File: config.mk
export PLATFORM = sky130hd
export DESIGN_NAME = fsk2_rx
export DESIGN_NICKNAME = d
export VERILOG_FILES = /design/src/rtl/fsk2_rx.sv
export SDC_FILE = /design/constraint.sdc
export NUM_CORES = 1
export LEC_CHECK = 0
export CORE_MARGIN = 2
export CORE_UTILIZATION = 50
export CTS_BUF_LIST = sky130_fd_sc_hd__clkbuf_4 sky130_fd_sc_hd__clkbuf_8 sky130_fd_sc_hd__clkbuf_16
export DETAILED_ROUTE_END_ITERATION = 16
export PLACE_DENSITY_LB_ADDON = 0.25
export SKIP_LAST_GASP = 1
export SLEW_MARGIN = 40
export SYNTH_ARGS = -nofsm -noshare
export SYNTH_HDL_FRONTEND = slang
export SYNTH_SLANG_ARGS = --single-unit
File: constraint.sdc
create_clock -name sys_clk -period 5.1 [get_ports sys_clk]
set_clock_uncertainty 0.1 [all_clocks]
set_input_delay 0.51 -clock sys_clk [delete_from_list [all_inputs] [get_ports sys_clk]]
set_output_delay 0.51 -clock sys_clk [all_outputs]
set_load 0.005 [all_outputs]
File: src/rtl/fsk2_rx.sv
// 2FSK demodulator: slices each symbol period of the DDS sample stream, counts
// hysteretic zero crossings and decides mark/space against a crossing threshold.
module fsk2_rx #(
  parameter int unsigned SYM_LEN   = 1000,
  parameter int unsigned BITS      = 16,
  parameter logic [15:0] MIDSCALE  = 16'd32768,
  parameter logic [15:0] HYST      = 16'd512,
  parameter logic [7:0]  ZC_THRESH = 8'd20
) (
  input  logic            sys_clk,
  input  logic            sys_rst_n,
  input  logic            rx_flag,
  input  logic [15:0]     rx_in,
  output logic [BITS-1:0] data_out,
  output logic            data_valid,
  output logic            busy,
  output logic            frame_err
);

  localparam int unsigned SW = $clog2(SYM_LEN);
  localparam int unsigned BW = $clog2(BITS) + 1;
  localparam logic [SW-1:0] SymLast = SW'(SYM_LEN - 1);
  localparam logic [BW-1:0] BitLast = BW'(BITS - 1);

  // Band edges computed at 17 bits and clamped to the 16-bit sample range.
  localparam logic [16:0] HiSum  = {1'b0, MIDSCALE} + {1'b0, HYST};
  localparam logic [16:0] LoDiff = {1'b0, MIDSCALE} - {1'b0, HYST};
  localparam logic [15:0] HiThr  = HiSum[16] ? 16'hFFFF : HiSum[15:0];
  localparam logic [15:0] LoThr  = LoDiff[16] ? 16'h0000 : LoDiff[15:0];

  typedef enum logic [0:0] {StIdle, StRecv} state_e;

  state_e          state_q, state_d;
  logic            flag_q;
  logic [SW-1:0]   sample_cnt_q, sample_cnt_d;
  logic [BW-1:0]   bit_idx_q, bit_idx_d;
  logic [7:0]      zc_q, zc_d;
  logic            sgn_q, sgn_d;
  logic [BITS-1:0] shreg_q, shreg_d;
  logic [BITS-1:0] data_out_q, data_out_d;
  logic            data_valid_q, data_valid_d;
  logic            frame_err_q, frame_err_d;

  logic       rise;
  logic       sgn_new;
  logic       crossing;
  logic [7:0] zc_inc;
  logic       sym_bit;
  logic       sym_end;
  logic       last_bit;

  assign rise     = rx_flag & ~flag_q;
  assign crossing = sgn_new ^ sgn_q;
  assign zc_inc   = (zc_q == 8'hFF) ? zc_q : zc_q + {7'd0, crossing};
  assign sym_bit  = zc_inc >= ZC_THRESH;
  assign sym_end  = sample_cnt_q == SymLast;
  assign last_bit = bit_idx_q == BitLast;

  always_comb begin
    sgn_new = sgn_q;
    if (rx_in >= HiThr) begin
      sgn_new = 1'b1;
    end else if (rx_in < LoThr) begin
      sgn_new = 1'b0;
    end
  end

  always_comb begin
    state_d      = state_q;
    sample_cnt_d = sample_cnt_q;
    bit_idx_d    = bit_idx_q;
    zc_d         = zc_q;
    sgn_d        = sgn_q;
    shreg_d      = shreg_q;
    data_out_d   = data_out_q;
    data_valid_d = 1'b0;
    frame_err_d  = 1'b0;
    busy         = 1'b0;
    unique case (state_q)
      StIdle: begin
        if (rise) begin
          // The rise cycle is already sample 0 of bit 0.
          busy         = 1'b1;
          state_d      = StRecv;
          sample_cnt_d = SW'(1);
          bit_idx_d    = '0;
          zc_d         = '0;
          sgn_d        = sgn_new;
        end
      end
      StRecv: begin
        busy = 1'b1;
        // A strobe drop on the final decision cycle still delivers the word.
        if (!rx_flag && !(sym_end && last_bit)) begin
          frame_err_d = 1'b1;
          state_d     = StIdle;
        end else begin
          sgn_d        = sgn_new;
          zc_d         = zc_inc;
          sample_cnt_d = sample_cnt_q + SW'(1);
          if (sym_end) begin
            shreg_d      = {shreg_q[BITS-2:0], sym_bit};
            zc_d         = '0;
            sample_cnt_d = '0;
            bit_idx_d    = bit_idx_q + BW'(1);
            if (last_bit) begin
              data_out_d   = {shreg_q[BITS-2:0], sym_bit};
              data_valid_d = 1'b1;
              state_d      = StIdle;
            end
          end
        end
      end
      default: state_d = StIdle;
    endcase
  end

  // flag_q resets high so a strobe already high at reset release is not a frame start.
  always_ff @(posedge sys_clk or negedge sys_rst_n) begin
    if (!sys_rst_n) begin
      state_q      <= StIdle;
      flag_q       <= 1'b1;
      sample_cnt_q <= '0;
      bit_idx_q    <= '0;
      zc_q         <= '0;
      sgn_q        <= 1'b0;
      shreg_q      <= '0;
      data_out_q   <= '0;
      data_valid_q <= 1'b0;
      frame_err_q  <= 1'b0;
    end else begin
      state_q      <= state_d;
      flag_q       <= rx_flag;
      sample_cnt_q <= sample_cnt_d;
      bit_idx_q    <= bit_idx_d;
      zc_q         <= zc_d;
      sgn_q        <= sgn_d;
      shreg_q      <= shreg_d;
      data_out_q   <= data_out_d;
      data_valid_q <= data_valid_d;
      frame_err_q  <= frame_err_d;
    end
  end

  assign data_out   = data_out_q;
  assign data_valid = data_valid_q;
  assign frame_err  = frame_err_q;

endmodule
==> flow_metrics.tcl <==
set metrics [dict create \
    clockBufferDepth 2 \
    cts_tree "built" \
    hp-class "primary input to asynchronous set/reset pin" \
    final-setup-viol-count 0 \
    start_kind "primary input" \
    crit_path_frequent_cell "ha_1" \
    p_int_w 0.0007559 \
    cpLargestDelayFamily "compound AO/OA/AOI/OAI gates" \
    slew_headroom_pct 50.50 \
    synthCells 321 \
    place_area_mm2 0.003204 \
    dpl.hpwl_um 4095 \
    path_buf_inv 1 \
    drc_errors 0 \
    switching_share_pct 24.08 \
    clk_latency_ns 0.33 \
    syn_area_per_cell_um2 9.066 \
    combPwrFrac_pct 7.6 \
    final_hold_viol_count 0 \
    drt-initial-drc-count 195 \
    synth.distinct_cells 49 \
    track_usage_pct 21.19 \
    antenna_cells 0 \
    slew_viol_final 0 \
    drive_above_1_share_pct 8.000 \
    synth.net_count 345 \
    grt_max_degree 60 \
    cts_resized 0 \
    status "finished clean" \
    grt_first_pass_wirelength_um 10500 \
    path_cells "clkdlybuf4s50_1 -> or4_1 -> o31ai_1 -> mux2i_1 -> ha_1 -> ha_1 -> and3_1 -> a21o_1 -> a22oi_1 -> o21ai_0" \
    final_area_mm2 0.003411 \
    switching_power_w 0.0002398 \
    worst_slew_pin_slew_ns 0.7403 \
    num-nets-final 369 \
    worstPathArrival_ns 3.17 \
    synth_warnings 0 \
    seqPwrFrac_pct 50.2 \
    viasPerCell 5.723 \
    clockPowerShare_pct 42.2 \
    fmax_mhz 323.9 \
    areaGrowthSynthToFinish_pct 17.20 \
    min_period_over_period_pct 60.53 \
    postCtsHoldBufs 0 \
    routed_wl_um 6106 \
    numCtsBuffers 9 \
    die-area_mm2 0.006446 \
    routabilityCongestion 0.8813 \
    antenna_found_initial 0 \
    io_buffer_count 28 \
    drv_cap 0 \
    cp.required_ns 5.19 \
    clk_pin_slew_worst_paths_ns 0.07 \
    fp.dieH_um 80.29 \
    cts_max_level 3 \
    cp_slowest_cell "or4_1" \
    cts_setup_buffers 0 \
    synth_ff_type "dfrtp_1" \
    synth_seq_cells 59 \
    clock-sinks 59 \
    synth_area_mm2 0.002910 \
    p_leak_nw 1.592 \
    io_pins 38 \
    root_buffer "clkbuf_8" \
    num_vias 2415 \
    yosysSeqAreaShare_pct 50.77 \
    start_util_pct 52.21 \
    avgRoutedWirePerCell_um 14.47 \
    ant_nets 0 \
    num_rows 27 \
    powerDensity_mw_per_mm2 291.9 \
    grt_pass1_vias 2262 \
    cp_slowest_stage_delay_ns 0.53 \
    async_reset_ff_share_pct 100.0 \
    crit_type "primary input to register" \
    synth_edf_count 0 \
    fin_util_pct 61.19 \
    crit_path_max_fanout 7 \
    final.min_clock_period_ns 3.087 \
    overflow 0 \
    rsz0062_at_grt "no" \
    firstDrtPassIters 4 \
    coreArea_mm2 0.005574 \
    tns_ns 0 \
    vdd_drop_max_mv 0.1936 \
    cp-end-kind "register" \
    die_w_um 80.29 \
]
-- power by group through the flow --
stage | sequential, W | combinational, W | clock, W
6_report | 0.000500 | 0.0000753 | 0.000421
5_1_grt | 0.000502 | 0.0000856 | 0.000448
4_1_cts | 0.000499 | 0.0000757 | 0.000427
3_5_place_dp | 0.000508 | 0.0000754 | 0
3_3_place_gp | 0.000507 | 0.0000735 | 0
2_1_floorplan | 0.000502 | 0.0000462 | 0
-- cell usage after synthesis (2+ instances only) --
cell | instances | share of area [%]
nand4_1 | 7 | 1.5
nand3_1 | 12 | 2.1
clkbuf_2 | 2 | 0.34
buf_6 | 2 | 0.77
a221o_1 | 2 | 0.69
clkbuf_1 | 7 | 0.90
nand2_1 | 96 | 12
and3_1 | 6 | 1.3
nor4_2 | 2 | 0.86
o21ai_0 | 17 | 2.9
a21oi_1 | 9 | 1.5
or3_1 | 5 | 1.1
and2_1 | 5 | 1.1
o31ai_1 | 7 | 1.8
mux2i_1 | 3 | 1.0
a22oi_1 | 3 | 0.77
inv_1 | 10 | 1.3
dfrtp_1 | 58 | 50
a41oi_1 | 6 | 1.8
o2bb2ai_1 | 2 | 0.60
ha_1 | 5 | 2.1
nor2_1 | 11 | 1.4
buf_2 | 7 | 1.2
and4_1 | 4 | 1.2
or4_1 | 2 | 0.52
a31oi_1 | 6 | 1.3
o31a_1 | 2 | 0.60
nor2b_1 | 2 | 0.43
-- logic make-up (layout without fill, tap and decap cells) --
group | Yosys count | count (layout) | share of synthesized area, %
AND/OR/NAND/NOR | 161 | 161 | 26.48
buffers and inverters | 28 | 57 | 4.514
multiplexers | 3 | 3 | 1.032
AO/OA/AOI/OAI | 65 | 65 | 15.05
adder cells (fa/ha/maj) | 5 | 5 | 2.150
flip-flops | 59 | 59 | 50.77
-- through the flow --
| step | setup slack (ns) | instances | hold WS, ns | total power, W |
|---|---|---|---|---|
| 3_3_place_gp | 1.725 | 406 | 0.3509 | 0.0005807 |
| 6_report | 2.013 | 422 | 0.1297 | 0.0009957 |
| 5_1_grt | 1.787 | 422 | 0.2024 | 0.001036 |
| 4_1_cts | 2.035 | 422 | 0.2465 | 0.001002 |
| 3_5_place_dp | 1.674 | 406 | 0.3546 | 0.0005830 |
| 2_1_floorplan | 2.385 | 321 | 0.1144 | 0.0005478 |
-- final timing paths --
check / startpoint / endpoint / slack [ns] / cells after the start
min in group sys_clk: data_out[15] / data_out[15] / 0.36 / 2
max in group asynchronous: sys_rst_n / flag_q / 4.39 / 2
hold / removal: sys_rst_n / zc_q[0] / 0.13 / 2
hold reg to reg: data_out[15] / data_out[15] / 0.36 / 2
setup / recovery: rx_in[14] / data_out[0] / 2.01 / 10
setup reg to reg: bit_idx_q[0] / bit_idx_q[2] / 2.57 / 7
-- sequential cells by signal (all words and copies together) (netlist names) --
| signal | count |
|---|---|
| frame_err | 1 |
| zc_q | 8 |
| bit_idx_q | 5 |
| shreg_q | 15 |
| sgn_q | 1 |
| state_q | 1 |
| data_out | 16 |
| data_valid | 1 |
| sample_cnt_q | 10 |
| flag_q | 1 |
-- worst register-to-register path, delay by kind of cell (launching register included) --
family                   cells  cell delay (ns)
flip-flops                   1             0.39
AND/OR/NAND/NOR              4             1.37
adder cells (fa/ha/maj)      2             0.39
AO/OA/AOI/OAI                1             0.18
-- layout make-up --
| type | instances | area [um^2] |
|---|---|---|
| Clock buffer | 11 | 145.1 |
| Clock inverter | 5 | 52.55 |
| Fill cell | 483 | 2163 |
| Inverter | 10 | 37.54 |
| Multi-Input combinational cell | 234 | 1306 |
| Sequential cell | 59 | 1478 |
| Tap cell | 72 | 90.09 |
| Timing Repair Buffer | 31 | 301.5 |
-- placed cells by master, fill, tap and decap left out, types with 4 or more instances in the layout --
cell type	instances
and2_1	5
a31oi_1	6
nand4_1	7
clkdlybuf4s50_1	27
nor2_1	11
nand3_1	12
or3_1	5
o21ai_0	17
o31ai_1	6
a41oi_1	6
and4_1	4
nand2_1	96
dfrtp_1	58
a21oi_1	9
inv_1	10
and3_1	6
clkbuf_8	10
ha_1	5
-- per-layer routing --
metal | GRT usage, % | wire [um]
met1 | 28.31 | 2855
met4 | 7.119 | 70
met3 | 5.506 | 197
met5 | 0 | 0
met2 | 33.67 | 2983
No activity file was read; power rests on OpenSTA's default activity.
